==> config.mk <==
export PLATFORM = sky130hd
export DESIGN_NAME = memory_access
export DESIGN_NICKNAME = d
export VERILOG_FILES = /design/src/rtl/memory_access.sv
export SDC_FILE = /design/constraint.sdc
export NUM_CORES = 1
export LEC_CHECK = 0
export ABC_AREA = 1
export BUFFER_PORTS_ARGS = -buffer_cell sky130_fd_sc_hd__buf_2
export CAP_MARGIN = 5
export CORE_AREA = 8 8 166 168
export CTS_CLUSTER_DIAMETER = 100
export DETAILED_ROUTE_END_ITERATION = 10
export DIE_AREA = 0 0 174 176
export PLACE_DENSITY_LB_ADDON = 0.25
export SLEW_MARGIN = 40
export SYNTH_ARGS = -nofsm -noshare
export SYNTH_HDL_FRONTEND = slang
export SYNTH_SLANG_ARGS = --single-unit
==> constraint.sdc <==
create_clock -name clk -period 1.9 [get_ports clk]
set_input_delay 0.095 -clock clk [delete_from_list [all_inputs] [get_ports clk]]
set_output_delay 0.095 -clock clk [all_outputs]
set_load 0.01 [all_outputs]
==> src/rtl/memory_access.sv <==
// rtl/memory_access.sv - memory stage: data bus access, load/store lane formatting, writeback registers
module memory_access #(
  parameter int XLEN  = 32,
  parameter int OPLEN = 32
) (
  input  logic             clk,
  input  logic             rst,
  input  logic             phase_memory,
  input  logic             mem_read_em,
  input  logic             mem_write_em,
  input  logic [1:0]       mem_size_em,
  input  logic             mem_unsigned_em,
  input  logic [XLEN-1:0]  store_data_em,
  input  logic [XLEN-1:0]  alu_out_em,
  input  logic             jump_state_em,
  input  logic [OPLEN-1:0] decoded_op_em,
  input  logic [4:0]       rdsel_em,
  input  logic [XLEN-1:0]  curr_pc_em,
  input  logic [XLEN-1:0]  csr_out_em,
  output logic             dmem_req,
  output logic             dmem_we,
  output logic [XLEN-1:0]  dmem_addr,
  output logic [XLEN-1:0]  dmem_wdata,
  output logic [3:0]       dmem_be,
  input  logic [XLEN-1:0]  dmem_rdata,
  input  logic             dmem_ack,
  output logic             jump_state_mw,
  output logic [OPLEN-1:0] decoded_op_mw,
  output logic [4:0]       rdsel_mw,
  output logic [XLEN-1:0]  curr_pc_mw,
  output logic [XLEN-1:0]  alu_out_mw,
  output logic [XLEN-1:0]  csr_out_mw,
  output logic [XLEN-1:0]  mem_out_mw,
  output logic             misaligned_mw,
  output logic             stall_memory
);

  typedef enum logic [1:0] {IDLE, REQ, DONE} state_t;

  state_t     state;
  logic       mem_op;
  logic       misaligned;
  logic       access;
  logic       capture;
  logic [XLEN-1:0] wdata_fmt;
  logic [3:0]      be_fmt;
  logic [XLEN-1:0] load_fmt;
  logic [7:0]      byte_sel;
  logic [15:0]     half_sel;

  // Access attributes latched at request time so load formatting does not
  // depend on execute inputs that may change once phase_memory drops.
  logic       load_q;
  logic [1:0] size_q;
  logic [1:0] lo_q;
  logic       uns_q;

  // Classify the current execute instruction and derive the stall/capture strobes
  always_comb begin
    mem_op       = phase_memory & (mem_read_em | mem_write_em);
    misaligned   = ((mem_size_em == 2'b01) & alu_out_em[0]) |
                   (mem_size_em[1] & (alu_out_em[1:0] != 2'b00));
    access       = mem_op & ~misaligned;
    stall_memory = access & (state != DONE);
    capture      = phase_memory & ~stall_memory;
  end

  // Store lane replication and byte enables; size 11 falls into the word case
  always_comb begin
    wdata_fmt = store_data_em;
    be_fmt    = 4'b1111;
    case (mem_size_em)
      2'b00: begin
        wdata_fmt = {(XLEN/8){store_data_em[7:0]}};
        be_fmt    = 4'b0001 << alu_out_em[1:0];
      end
      2'b01: begin
        wdata_fmt = {(XLEN/16){store_data_em[15:0]}};
        be_fmt    = alu_out_em[1] ? 4'b1100 : 4'b0011;
      end
      default: ;
    endcase
  end

  // Load lane select and sign/zero extension from the latched access attributes
  always_comb begin
    byte_sel = dmem_rdata[{lo_q, 3'b000} +: 8];
    half_sel = lo_q[1] ? dmem_rdata[31:16] : dmem_rdata[15:0];
    load_fmt = dmem_rdata;
    case (size_q)
      2'b00:   load_fmt = uns_q ? {{(XLEN-8){1'b0}}, byte_sel}
                                : {{(XLEN-8){byte_sel[7]}}, byte_sel};
      2'b01:   load_fmt = uns_q ? {{(XLEN-16){1'b0}}, half_sel}
                                : {{(XLEN-16){half_sel[15]}}, half_sel};
      default: ;
    endcase
  end

  // Bus handshake FSM; also owns mem_out_mw since the ack edge and the capture edge both write it
  always_ff @(posedge clk) begin
    if (rst) begin
      state      <= IDLE;
      dmem_req   <= 1'b0;
      dmem_we    <= 1'b0;
      dmem_be    <= 4'b0000;
      dmem_addr  <= '0;
      dmem_wdata <= '0;
      load_q     <= 1'b0;
      size_q     <= 2'b00;
      lo_q       <= 2'b00;
      uns_q      <= 1'b0;
      mem_out_mw <= '0;
    end else begin
      case (state)
        IDLE: begin
          if (access) begin
            state      <= REQ;
            dmem_req   <= 1'b1;
            dmem_we    <= mem_write_em;
            dmem_addr  <= {alu_out_em[XLEN-1:2], 2'b00};
            dmem_wdata <= wdata_fmt;
            dmem_be    <= be_fmt;
            load_q     <= ~mem_write_em;
            size_q     <= mem_size_em;
            lo_q       <= alu_out_em[1:0];
            uns_q      <= mem_unsigned_em;
          end
        end
        REQ: begin
          if (dmem_ack) begin
            state    <= DONE;
            dmem_req <= 1'b0;
            dmem_we  <= 1'b0;
            dmem_be  <= 4'b0000;
            if (load_q) mem_out_mw <= load_fmt;
          end
        end
        DONE:    state <= IDLE;
        default: state <= IDLE;
      endcase
      // A completed load keeps the data fetched on the ack edge; every other capture clears it
      if (capture && !(state == DONE && load_q)) mem_out_mw <= '0;
    end
  end

  // Pass-through registers toward writeback, updated only on non-stalled memory-phase cycles
  always_ff @(posedge clk) begin
    if (rst) begin
      jump_state_mw <= 1'b0;
      decoded_op_mw <= '0;
      rdsel_mw      <= 5'd0;
      curr_pc_mw    <= '0;
      alu_out_mw    <= '0;
      csr_out_mw    <= '0;
      misaligned_mw <= 1'b0;
    end else if (capture) begin
      jump_state_mw <= jump_state_em;
      decoded_op_mw <= decoded_op_em;
      rdsel_mw      <= rdsel_em;
      curr_pc_mw    <= curr_pc_em;
      alu_out_mw    <= alu_out_em;
      csr_out_mw    <= csr_out_em;
      misaligned_mw <= mem_op & misaligned;
    end
  end

endmodule
-- After elaboration in Yosys (flattened, before gate mapping)
Cells that the tools add are included.
- flip-flop bits (word level): 243
- bits of input ports: 207
- eq/ne operators: 7
- shifts and indexed selects: 2
- muxes and demuxes: 18
- bitwise gates (word level): 12
- reduce and logical (&&, ||, !) cells: 13
- operator list (kind ; number):
    32-bit one-hot mux with 2 select lines ; 2
    32-bit two-way mux ; 2
    32-bit by 6-bit indexed part select with 8-bit output ; 1
    16-bit two-way mux ; 1
    4-bit one-hot mux with 2 select lines ; 2
    4-bit two-way mux ; 3
    1-bit AND ; 7
    2-bit by 1-bit == test with 1-bit output, second input constant ; 3
    2-bit zero test ; 3
    2-bit inequality test, second input constant ; 3
    3-bit AND reduction ; 2
    2-bit two-way mux ; 2
    1-bit one-hot mux with 2 select lines ; 2
    2-bit one-hot mux with 2 select lines ; 1
    2-bit AND reduction ; 2
    2-bit nonzero test ; 2
    1-bit by 2-bit left shift with 4-bit output, first input constant ; 1
    1-bit two-way mux ; 3
    1-bit inverter ; 3
    2-bit == test, second input constant ; 1
    1-bit logical AND ; 2
    1-bit OR ; 2
    2-bit OR reduction ; 1
    1-bit zero test ; 1

-- Longest topological paths before layout
- depth in word-level cells: 10
- mapped depth: 11

-- Worst setup path after synthesis
No wires, ideal clock.
- path type: register to register
- start point: reg state[0]
- end point: reg mem_out_mw[10]
- library setup time: 0.109 ns
- data arrival time: 1.229 ns
- slack: 0.562 ns
- cell stages (with the launch flop): 10
- path buffers: 2
- clock period less this slack: 1.338 ns
- cell sequence: dfxtp_1 > inv_1 > nor2_2 > nand2_2 > nor2_4 > buf_4 > buf_4 > nand4_1 > nand2_1 > inv_1
- word-level cells in the longest chain between the ends: 6
- ends and longest elaborated chain (element ; RTL line ; source):
    from (decl) ; 40 ; state_t state;
    from (signal assigned) ; 102 ; state <= IDLE;
    from (signal assigned) ; 117 ; state <= REQ;
    from (signal assigned) ; 131 ; state <= DONE;
    2-bit inequality test ; 64 ; stall_memory = access & (state != DONE);
    1-bit AND ; 64 ;
    1-bit inverter ; 65 ; capture = phase_memory & ~stall_memory;
    1-bit AND ; 65 ;
    1-bit logical AND ; 142 ; if (capture && !(state == DONE && load_q)) mem_out_mw <= '0;
    2-bit OR reduction (no source line) ; -- ;
    to (signal assigned) ; 135 ; if (load_q) mem_out_mw <= load_fmt;
    to (decl) ; 33 ; output logic [XLEN-1:0] mem_out_mw,
Several ways; a longest one is shown, not always the timed one.
A chain may end at the register's enable or synchronous reset.

-- Worst setup path after layout
- start point: in mem_size_em[1]
- end point: reg dmem_wdata[30]
- word-level cells in the longest chain between the ends: 6
- ends and longest elaborated chain (element ; RTL line ; source):
    from (decl) ; 11 ; input logic [1:0] mem_size_em,
    2-bit by 1-bit == test with 1-bit output ; 61, 72 ;
    1-bit AND ; 61 ; misaligned = ((mem_size_em == 2'b01) & alu_out_em[0]) |
    1-bit OR ; 61 ;
    1-bit inverter ; 63 ; access = mem_op & ~misaligned;
    1-bit AND ; 63 ;
    2-bit AND reduction (no source line) ; -- ;
    to (signal assigned) ; 121 ; dmem_wdata <= wdata_fmt;
    to (decl) ; 23 ; output logic [XLEN-1:0] dmem_wdata,
Several ways; a longest one is shown, not always the timed one.

==> impl_metrics.ini <==
[run]
max_cap_viol_count = 0

[global_route]
grt_max_degree = 77
grt_pass1_wl_mm = 61.6
grt-ovfl-total = 0
grt_pass1_vias = 11294
grt_usage_pct = 24.4
antenna_found_initial = 3

[sta]
setup_tns_ns = 0
skew_ns = 0.00797
fmax_mhz = 576
setup_violations = 0
slew_headroom_pct = 51.4
fin_crit_ns = 1.74
fin_crit_sh_pct = 91.4
grt_setup_unrepaired = no
hold_viol = 0
maxSlewViolCount = 0
tightest_slew_ns = 0.729

[synth]
synth_top_area_share_pct = 49.8
synth_seq_cells = 243
yosys_warnings = 0
syn-cell-area_sq_mm = 0.00978
syn_inst = 1322
ys_types = 30
synthTopCellsByArea = dfxtp_1 (50%), nor2_1 (14%), o21ai_0 (8.7%)
ys_seq_area_share_pct = 49.8
synth_area_per_cell_sq_um = 7.40
synth_largest_area_cell = dfxtp_1

[power_and_ir_drop]
ir_drop_mv = 0.819
powerDensity_mw_per_mm2 = 852
p_leak_nw = 7.10

[worst_setup_path]
critical_path_class = input pin to flip-flop
arrival_ns = 2.20
required_ns = 2.36
critPathLaunch = mem_size_em[1]
worst_setup_path_start_kind = input pin
reg2reg_slack_ns = 0.24
r2r-end = dmem_wdata[30]
rr_startpoint = state[1]
r2r_cells = 6
end_kind = flip-flop
endpoint = dmem_wdata[30]
crit_fanout = 76

[clock_network]
clk_pin_slew_ns = 0.06
clk_path_buf_depth = 3
tritoncts = built
clock_latency_ns = 0.53
htreeDepth = 1
cts.sink_count = 243
cts_buffers = 27
postCtsSetupRepairBufs = 0
root_buffer = clkbuf_16

[hold_path]
hold_path_class = input pin to flip-flop

[placement]
placed_area_sq_mm = 0.0122
dp_hpwl_mm = 26.1
numPortBuffers = 442
gp_congestion = 0.837

[detailed_routing]
vias = 11269
antenna_left = 0
drtIter0Drc = 732
wl_per_cell_um = 17.4
dr.pass1.iters = 5
vias_per_cell = 4.97
routed_wl_mm = 39.5
drc = 0

[die]
rows = 58
ios = 445
fp.dieArea_sq_mm = 0.0306
die_x_um = 174
start_util_pct = 39.4
coreArea_sq_mm = 0.0248
fp.dieH_um = 176

[layout]
final_nets = 2125
nFillCells = 2174
syn_to_final_growth_pct = 53.1
fin_area_sq_mm = 0.0150
drive_gt1_share_pct = 27.9

[outcome]
status = finished clean
-- kinds of logic after synthesis --
| family | synth area share [%] |
|---|---|
| and+or+nand+nor | 25.8 |
| DFF | 49.8 |
| AOI/OAI and AO/OA | 17.1 |
| buffers and inverters | 7.27 |
| other | 0.0384 |
-- power by group --
group | internal, W | switching [W]
clock network | 0.00280 | 0.00206
logic | 0.000993 | 0.00129
registers | 0.00543 | 0.000172
-- through the flow --
| stage | power [W] | setup slack (ns) | cells | hold WS, ns | utilization [%] |
|---|---|---|---|---|---|
| after floorplan | 0.00676 | 0.562 | 1323 | 0.238 | - |
| after global placement | 0.00760 | 0.279 | 2023 | 0.333 | 49.1 |
| after detailed placement | 0.00763 | 0.238 | 2023 | 0.338 | 49.1 |
| after CTS | 0.0128 | 0.226 | 2266 | 0.00111 | 60.3 |
| after global routing | 0.0133 | 0.0171 | 2269 | 0.0360 | 60.3 |
| final | 0.0128 | 0.163 | 2269 | 0.0193 | 60.3 |
-- synthesized netlist by cell type --
| library cell | instances |
|---|---|
| inv_1 | 41 |
| clkinv_1 | 1 |
| dfxtp_1 | 243 |
| nand3_1 | 36 |
| nand2_2 | 5 |
| nand4_1 | 8 |
| conb_1 | 1 |
| o211ai_1 | 36 |
| a21oi_1 | 92 |
| or2_1 | 10 |
| clkbuf_2 | 1 |
| buf_2 | 19 |
| buf_4 | 16 |
| inv_4 | 1 |
| buf_1 | 1 |
| o21ai_4 | 1 |
| o22ai_1 | 1 |
| o21ai_1 | 14 |
| buf_6 | 9 |
| nand2_4 | 1 |
| nor2_1 | 354 |
| inv_2 | 6 |
| nor2_2 | 1 |
| or2_2 | 18 |
| nand2_1 | 182 |
| clkbuf_1 | 49 |
| nor2_4 | 2 |
| buf_8 | 1 |
| o21ai_0 | 170 |
| nand3_4 | 2 |
-- critical path, cell delays in order --
cell	delay, ns
dlygate4sd3_1	0.53
buf_2	0.16
inv_2	0.15
nand2_1	0.10
nand2_2	0.13
nand3_4	0.21
inv_2	0.13
buf_12	0.29
o21ai_0	0.18
a21oi_1	0.18
-- flip-flops by register name, summed over array words and instances (netlist names), 4 cells and up --
register and flops:
rdsel_mw 5, dmem_be 4, csr_out_mw 32, mem_out_mw 32, curr_pc_mw 32, decoded_op_mw 32
alu_out_mw 32, dmem_addr 30, dmem_wdata 32
-- layer usage --
| layer | vias up | wire length [um] | track usage [%] |
|---|---|---|---|
| met5 | - | 0 | 0 |
| met4 | 0 | 2100 | 12.9 |
| met3 | 126 | 3800 | 7.90 |
| met1 | 5122 | 15200 | 28.1 |
| li1 | 5474 | - | - |
| met2 | 547 | 18400 | 40.1 |
-- worst min-delay path by stage --
| stage | from | end | slack, ns | cells past startpoint |
|---|---|---|---|---|
| after floorplan | store_data_em[1] | dmem_wdata[1] | 0.24 | 2 |
| final | dmem_rdata[20] | mem_out_mw[20] | 0.02 | 5 |
| after CTS | dmem_rdata[20] | mem_out_mw[20] | 0.001 | 5 |
| after global routing | phase_memory | misaligned_mw | 0.04 | 5 |
| after global placement | curr_pc_em[22] | curr_pc_mw[22] | 0.33 | 3 |
| after detailed placement | decoded_op_em[8] | decoded_op_mw[8] | 0.34 | 3 |
-- cells in the final DEF (no fill, tap or decap), drive strengths merged, types with 4 or more instances in the layout --
| cell type | count |
|---|---|
| o21ai | 185 |
| nand4 | 8 |
| buf | 466 |
| nand2 | 188 |
| clkbuf | 42 |
| nand3 | 38 |
| inv | 50 |
| nor2 | 357 |
| dlygate4sd3 | 196 |
| a21oi | 92 |
| dfxtp | 243 |
| or2 | 28 |
| clkinv | 4 |
| o211ai | 36 |
-- timing repair --
item	CTS	global route
resized for setup	0	0
hold buffers	196	0
endpoints found under the hold margin	230	0
-- layout make-up --
type | instances | area (sq um) | area share, %
antenna | 3 | 7.51 | 0.0502
clock buffer | 42 | 782 | 5.22
clock inverter | 5 | 28.8 | 0.192
inverter | 49 | 189 | 1.26
multi-input combinational | 935 | 4210 | 28.1
sequential | 243 | 4860 | 32.5
tap | 330 | 413 | 2.76
timing repair buffer | 662 | 4480 | 29.9
Power figures use the tool's default switching activity.
